--- src/rtl/parking_pkg.sv ---
// parking_pkg: shared definitions for the car-park gate controller.
//   park_state_e   controller state encoding
//   SEG_*          active-low 7-segment patterns (bit 0 = segment a ... bit 6 = g)
//   cnt_width()    bits needed for a counter that counts 0..n-1
package parking_pkg;

  typedef enum logic [2:0] {
    IDLE,
    WAIT_PASSWORD,
    WRONG_PASS,
    RIGHT_PASS,
    STOP,
    LOCKOUT
  } park_state_e;

  localparam logic [6:0] SEG_BLANK = 7'h7F;
  localparam logic [6:0] SEG_L     = 7'h47;
  localparam logic [6:0] SEG_O     = 7'h40;
  localparam logic [6:0] SEG_0     = 7'h40;
  localparam logic [6:0] SEG_1     = 7'h79;
  localparam logic [6:0] SEG_2     = 7'h24;
  localparam logic [6:0] SEG_3     = 7'h30;
  localparam logic [6:0] SEG_4     = 7'h19;
  localparam logic [6:0] SEG_5     = 7'h12;
  localparam logic [6:0] SEG_6     = 7'h02;
  localparam logic [6:0] SEG_7     = 7'h78;
  localparam logic [6:0] SEG_8     = 7'h00;
  localparam logic [6:0] SEG_9     = 7'h10;

  function automatic int unsigned cnt_width(input int unsigned n);
    if (n <= 2) return 1;
    return $clog2(n);
  endfunction

endpackage

--- src/rtl/parking_controller_mg_seg7_decoder.sv ---
// seg7_decoder: BCD digit to active-low 7-segment pattern.
//   bcd   in  4  digit 0..9 (other codes display blank)
//   blank in  1  force all segments off
//   seg   out 7  active-low segments, bit 0 = a
module seg7_decoder
  import parking_pkg::*;
(
  input  logic [3:0] bcd,
  input  logic       blank,
  output logic [6:0] seg
);

  always_comb begin
    seg = SEG_BLANK;
    if (!blank) begin
      case (bcd)
        4'd0:    seg = SEG_0;
        4'd1:    seg = SEG_1;
        4'd2:    seg = SEG_2;
        4'd3:    seg = SEG_3;
        4'd4:    seg = SEG_4;
        4'd5:    seg = SEG_5;
        4'd6:    seg = SEG_6;
        4'd7:    seg = SEG_7;
        4'd8:    seg = SEG_8;
        4'd9:    seg = SEG_9;
        default: seg = SEG_BLANK;
      endcase
    end
  end

endmodule

--- src/rtl/parking_controller_mg.sv ---
// parking_controller_mg: car-park entry gate controller with keypad code
// check, occupancy count, wrong-code lockout and code-entry timeout.
// Optional feature macro: TAILGATE_DETECT_EN (builds the STOP state that
// catches a second car following through an open gate).
//   clk, reset        clock; synchronous active-high reset
//   sensor_entrance   car waiting at the gate
//   sensor_exit       car has passed through the gate
//   sensor_leave      one-cycle pulse, a car left the lot
//   code_in/valid     keypad code and its strobe
//   GREEN_LED/RED_LED gate indicators (registered)
//   HEX_1/HEX_2       tens/ones digit, active-low (registered)
//   occupancy, full   car count and full flag
//   locked            high while in lockout
module parking_controller_mg
  import parking_pkg::*;
#(
  parameter int unsigned          PW_WIDTH    = 4,
  parameter logic [PW_WIDTH-1:0]  PASSWORD    = 4'hA,
  parameter int unsigned          CAPACITY    = 8,
  parameter int unsigned          WAIT_CYCLES = 16,
  parameter int unsigned          MAX_TRIES   = 3,
  parameter int unsigned          LOCK_CYCLES = 32,
  parameter int unsigned          BLINK_DIV   = 4
) (
  input  logic                              clk,
  input  logic                              reset,
  input  logic                              sensor_entrance,
  input  logic                              sensor_exit,
  input  logic                              sensor_leave,
  input  logic [PW_WIDTH-1:0]               code_in,
  input  logic                              code_valid,
  output logic                              GREEN_LED,
  output logic                              RED_LED,
  output logic [6:0]                        HEX_1,
  output logic [6:0]                        HEX_2,
  output logic [$clog2(CAPACITY+1)-1:0]     occupancy,
  output logic                              full,
  output logic                              locked
);

  localparam int unsigned OCC_W  = $clog2(CAPACITY + 1);
  localparam int unsigned TRY_W  = cnt_width(MAX_TRIES + 1);
  localparam int unsigned WAIT_W = cnt_width(WAIT_CYCLES);
  localparam int unsigned LOCK_W = cnt_width(LOCK_CYCLES);
  localparam int unsigned BLNK_W = cnt_width(BLINK_DIV);

  park_state_e       state_q, state_d;
  logic [OCC_W-1:0]  occ_q, occ_d;
  logic [TRY_W-1:0]  tries_q, tries_d, tries_inc;
  logic [WAIT_W-1:0] wait_q, wait_d;
  logic [LOCK_W-1:0] lock_q, lock_d;
  logic [BLNK_W-1:0] blink_cnt_q, blink_cnt_d;
  logic              blink_q, blink_d;
  logic              green_q, green_d;
  logic              red_q, red_d;
  logic [6:0]        hex1_q, hex1_d;
  logic [6:0]        hex2_q, hex2_d;

  logic              full_now, admit, code_ok, code_bad, too_many;
  logic [31:0]       occ_ext;
  logic [3:0]        tens_d, ones_d;
  logic [6:0]        tens_seg, ones_seg;

  // Next state, tries and occupancy
  always_comb begin
    state_d   = state_q;
    tries_inc = tries_q + TRY_W'(1);
    tries_d   = tries_q;
    admit     = 1'b0;
    full_now  = (occ_q == OCC_W'(CAPACITY));
    code_ok   = code_valid && (code_in == PASSWORD);
    code_bad  = code_valid && (code_in != PASSWORD);
    too_many  = (tries_inc >= TRY_W'(MAX_TRIES));

    // A strobe always wins over timeout / sensor release in the same cycle.
    case (state_q)
      IDLE: begin
        if (sensor_entrance && !full_now) state_d = WAIT_PASSWORD;
      end
      WAIT_PASSWORD, WRONG_PASS: begin
        if (code_ok) begin
          state_d = RIGHT_PASS;
          tries_d = '0;
        end else if (code_bad) begin
          tries_d = tries_inc;
          state_d = too_many ? LOCKOUT : WRONG_PASS;
        end else if (state_q == WAIT_PASSWORD) begin
          if (wait_q == WAIT_W'(WAIT_CYCLES - 1)) state_d = IDLE;
        end else if (!sensor_entrance) begin
          state_d = IDLE;
        end
      end
      RIGHT_PASS: begin
        if (sensor_exit) begin
          admit = 1'b1;
`ifdef TAILGATE_DETECT_EN
          state_d = sensor_entrance ? STOP : IDLE;
`else
          state_d = IDLE;
`endif
        end
      end
`ifdef TAILGATE_DETECT_EN
      STOP: begin
        if (code_ok) begin
          tries_d = '0;
          if (!full_now) state_d = RIGHT_PASS;
        end else if (code_bad) begin
          tries_d = tries_inc;
          if (too_many) state_d = LOCKOUT;
        end else if (!sensor_entrance) begin
          state_d = IDLE;
        end
      end
`endif
      LOCKOUT: begin
        if (lock_q == LOCK_W'(LOCK_CYCLES - 1)) state_d = IDLE;
      end
      default: state_d = IDLE;
    endcase

    // Every return to IDLE starts a fresh try count.
    if (state_d == IDLE) tries_d = '0;

    occ_d = occ_q;
    if (admit && !sensor_leave) begin
      occ_d = occ_q + OCC_W'(1);
    end else if (!admit && sensor_leave && (occ_q != '0)) begin
      occ_d = occ_q - OCC_W'(1);
    end
  end

  // Timers and blink divider
  always_comb begin
    wait_d      = (state_q == WAIT_PASSWORD) ? wait_q + WAIT_W'(1) : '0;
    lock_d      = (state_q == LOCKOUT) ? lock_q + LOCK_W'(1) : '0;
    blink_cnt_d = blink_cnt_q + BLNK_W'(1);
    blink_d     = blink_q;
    if (blink_cnt_q == BLNK_W'(BLINK_DIV - 1)) begin
      blink_cnt_d = '0;
      blink_d     = ~blink_q;
    end
  end

  // LEDs and display follow the state being entered so that the registered
  // outputs line up with the registered state.
  always_comb begin
    green_d = 1'b0;
    red_d   = 1'b0;
    case (state_d)
      IDLE:                   red_d   = sensor_entrance && full_now;
      WAIT_PASSWORD, LOCKOUT: red_d   = 1'b1;
      WRONG_PASS, STOP:       red_d   = blink_d;
      RIGHT_PASS:             green_d = blink_d;
      default:                red_d   = 1'b0;
    endcase

    occ_ext = 32'(occ_d);
    tens_d  = 4'(occ_ext / 32'd10);
    ones_d  = 4'(occ_ext % 32'd10);

    hex1_d = tens_seg;
    hex2_d = ones_seg;
    if (state_d == LOCKOUT) begin
      hex1_d = SEG_L;
      hex2_d = SEG_O;
    end
  end

  seg7_decoder u_tens (
    .bcd   (tens_d),
    .blank (tens_d == 4'd0),
    .seg   (tens_seg)
  );

  seg7_decoder u_ones (
    .bcd   (ones_d),
    .blank (1'b0),
    .seg   (ones_seg)
  );

  always_ff @(posedge clk) begin
    if (reset) begin
      state_q     <= IDLE;
      occ_q       <= '0;
      tries_q     <= '0;
      wait_q      <= '0;
      lock_q      <= '0;
      blink_cnt_q <= '0;
      blink_q     <= 1'b0;
      green_q     <= 1'b0;
      red_q       <= 1'b0;
      hex1_q      <= SEG_BLANK;
      hex2_q      <= SEG_BLANK;
    end else begin
      state_q     <= state_d;
      occ_q       <= occ_d;
      tries_q     <= tries_d;
      wait_q      <= wait_d;
      lock_q      <= lock_d;
      blink_cnt_q <= blink_cnt_d;
      blink_q     <= blink_d;
      green_q     <= green_d;
      red_q       <= red_d;
      hex1_q      <= hex1_d;
      hex2_q      <= hex2_d;
    end
  end

  assign GREEN_LED = green_q;
  assign RED_LED   = red_q;
  assign HEX_1     = hex1_q;
  assign HEX_2     = hex2_q;
  assign occupancy = occ_q;
  assign full      = (occ_q == OCC_W'(CAPACITY));
  assign locked    = (state_q == LOCKOUT);

endmodule

--- config.mk ---
export PLATFORM = sky130hd
export DESIGN_NAME = parking_controller_mg
export DESIGN_NICKNAME = d
export VERILOG_FILES = /design/src/rtl/parking_pkg.sv /design/src/rtl/parking_controller_mg_seg7_decoder.sv /design/src/rtl/parking_controller_mg.sv
export SDC_FILE = /design/constraint.sdc
export NUM_CORES = 1
export LEC_CHECK = 0
export CELL_PAD_IN_SITES_DETAIL_PLACEMENT = 1
export CELL_PAD_IN_SITES_GLOBAL_PLACEMENT = 1
export CORE_MARGIN = 2
export CORE_UTILIZATION = 44
export DETAILED_ROUTE_END_ITERATION = 7
export PLACE_DENSITY = 0.81
export SLEW_MARGIN = 20
export SYNTH_ARGS = -nofsm -noshare
export SYNTH_HDL_FRONTEND = slang
export SYNTH_HIERARCHICAL = 1
export SYNTH_SLANG_ARGS = --single-unit
--- constraint.sdc ---
create_clock -name clk -period 5.55 [get_ports clk]
set_input_delay 1.11 -clock clk [delete_from_list [all_inputs] [get_ports clk]]
set_output_delay 1.11 -clock clk [all_outputs]
set_load 0.03 [all_outputs]
==> reports/metrics.cfg <==
[logic_synthesis]
synth_simple_gate_area_frac = 0.239
synth_top_family_by_area = simple AND/OR/NAND/NOR gates
synth.largest_area_cell = dfxtp_1
synth-compound-area-share = 0.204
async_reset_ff_frac = 0
avgSynthCellArea_um2 = 8.92
ys_top_cells_by_count = dfxtp_1 (37), nor2_1 (25), ha_1 (18)
seq_area_frac_synth = 0.342
yosysWarnings = 6
synth.most_common_cell = dfxtp_1
synthTopCellsByArea = dfxtp_1 (34%), ha_1 (10%), nor2_1 (4.3%)
synth_edf_count = 0
synth.area.mux_share = 0.0144
ys_ff_latch = 37
synth-adder-area-share = 0.104
synthDistinctLibCells = 60
syn_area_um2 = 2170
ys.flop_type = dfxtp_1
yosysTopAreaCellShare = 0.342
synthXorXnorAreaFrac = 0.0323
netlist_instances = 243

[power_and_ir_drop]
ir_drop_uv = 217
powerDensity_nw_per_um2 = 379
p_switching_uw = 364
sequentialPowerShare = 0.314
p_leak_nw = 1.12
clock_power_share = 0.278
p_comb_frac = 0.409
p_int_uw = 652
switching_share = 0.358
power.total_mw = 1.02

[sta]
hold_ws_ns = 0.431
drv_slew = 0
fmax_mhz = 254
hold_viol = 0
worst_slew_pin_slew_ns = 0.644
min_period_over_period = 0.711
finalClockSkew_ns = 0.00770
setup_slack_ns = 1.61
rsz0062_at_grt = false
slew_headroom = 0.570
setup_tns_ns = 0
layout_min_cycle_time_ns = 3.94
setup_viol = 0

[final_layout]
fillCellCount = 573
finish.instance_area_um2 = 2680
utilization = 0.567
syn_to_final_growth_pct = 23.5
stdcell_count = 356
drive_gt1_frac = 0.0830
antennaDiodeCount = 0
finalNetCount = 316

[clock_tree]
clockRootBuffer = clkbuf_8
cts_hold_buffers = 0
numCtsBuffers = 5
cts_resized = 0
cts_num_sinks = 37
insertion_delay_ns = 0.29
path_clk_slew_ns = 0.08
cts_tree = done
post-cts-setup-buffers = 0
htree_num_levels = 2
cts_buffer_depth = 2

[critical_path]
cp-end-kind = register
crit_required_ns = 5.72
cp_slowest_cell = a21boi_1
max_stage_delay_ns = 0.57
crit_chain = clkdlybuf4s50_1 > nand4b_1 > mux2_2 > o211ai_4 > ha_1 > o21ai_0 > a21boi_1 > nand2b_4 > nor3_2 > a21oi_1 > or3_1
worstPathArrival_ns = 4.12
cp_max_fo = 7
worstSetupPathType = in -> reg
crit_path_start_kind = input pin

[routing]
avgViaCountPerCell = 5.03
first_pass_iters = 4
dr_total_vias = 1791
wl_per_cell_um = 13.7
first_iter_violations = 68
drc = 0
routed_wl_um = 4870
ant_nets = 0

[die]
die_area_um2 = 5510
die_y_um = 74.2
ios = 32
core_area_um2 = 4720
die_w_um = 74.2
start_util = 0.459
rows = 25

[global_route]
grt_overflow = 0
antenna_found_initial = 0
grt_pass1_vias = 1788
track_usage = 0.194
grt_max_degree = 32
grt_pass1_wl_um = 8180

[hold_path]
hp-class = reg -> reg

[placed_design]
placed_cells = 348
routabilityCongestion = 0.836
pre_cts_ws_ns = 1.38
dpl_cell_area_um2 = 2550
io_buffers = 31
hpwl_um = 3490

[outcome]
outcome = complete, no violations

[job]
cap_violations = 0

==> per-layer routing <==
metal	up-vias	global-route usage	routed length (um)
met5	-	0	0
met3	5	0.0501	234
li1	918	-	-
met4	0	0.0545	45
met2	31	0.329	2280
met1	837	0.242	2320
==> logic make-up after synthesis <==
logic type	after synthesis
AND/OR/NAND/NOR	88
AO/OA/AOI/OAI	63
flip-flops	37
buffers and inverters	25
adder cells (fa/ha/maj)	18
XOR/XNOR	8
multiplexers	3
other	1
==> registers in the layout, summed over array words and instances, names as in the netlist <==
register and cells:
tries_q 2, wait_q 4, HEX_2 7, HEX_1 7, occupancy 4, blink_cnt_q 2
GREEN_LED 1, lock_q 5, blink_q 1, state_q 3, RED_LED 1
==> power groups by stage <==
stage          Sequential [mW]  Combinational [mW]  Clock (mW)
2_1_floorplan            0.370               0.254           0
3_3_place_gp             0.325               0.403           0
5_1_grt                  0.323               0.462       0.304
6_report                 0.319               0.415       0.282
4_1_cts                  0.319               0.415       0.289
3_5_place_dp             0.325               0.411           0
==> layout by cell type (no fill, tap or decap), drive strengths merged, types with 4 or more instances in the layout <==
cell	n
a21o	10
a21oi	16
and2	4
and3	4
clkbuf	5
clkdlybuf4s50	30
conb	18
dfxtp	37
ha	18
inv	16
nand2	7
nand2b	7
nand3	6
nor2	25
nor2b	5
nor3	6
nor3b	4
o21ai	15
o21bai	4
or3	6
xnor2	4
xor2	4
==> critical path, delay by kind of cell <==
family | cells | cell delay [ns]
muxes | 1 | 0.36
adders and majority gates | 1 | 0.29
and+or+nand+nor | 4 | 0.87
AOI/OAI and AO/OA | 4 | 0.97
buffers and inverters | 1 | 0.51
==> final timing paths <==
path,start,endpoint,cells past startpoint,slack (ns)
hold / removal,blink_cnt_q[0],blink_cnt_q[0],1,0.43
hold reg to reg,blink_cnt_q[0],blink_cnt_q[0],1,0.43
setup / recovery,sensor_exit,HEX_2[6],11,1.61
setup reg to reg,occupancy[1],HEX_2[6],12,2.30
==> cell type report <==
| class | instances | area, um^2 | area share |
|---|---|---|---|
| repair buffers | 31 | 305 | 0.114 |
| flip-flops and latches | 37 | 741 | 0.277 |
| well taps | 67 | 83.8 | 0.0313 |
| inverters | 15 | 56.3 | 0.0210 |
| clock inverters | 3 | 68.8 | 0.0257 |
| multi-input cells | 198 | 1360 | 0.506 |
| clock buffers | 5 | 68.8 | 0.0257 |
Note: power is estimated with default switching activity, not from simulation.
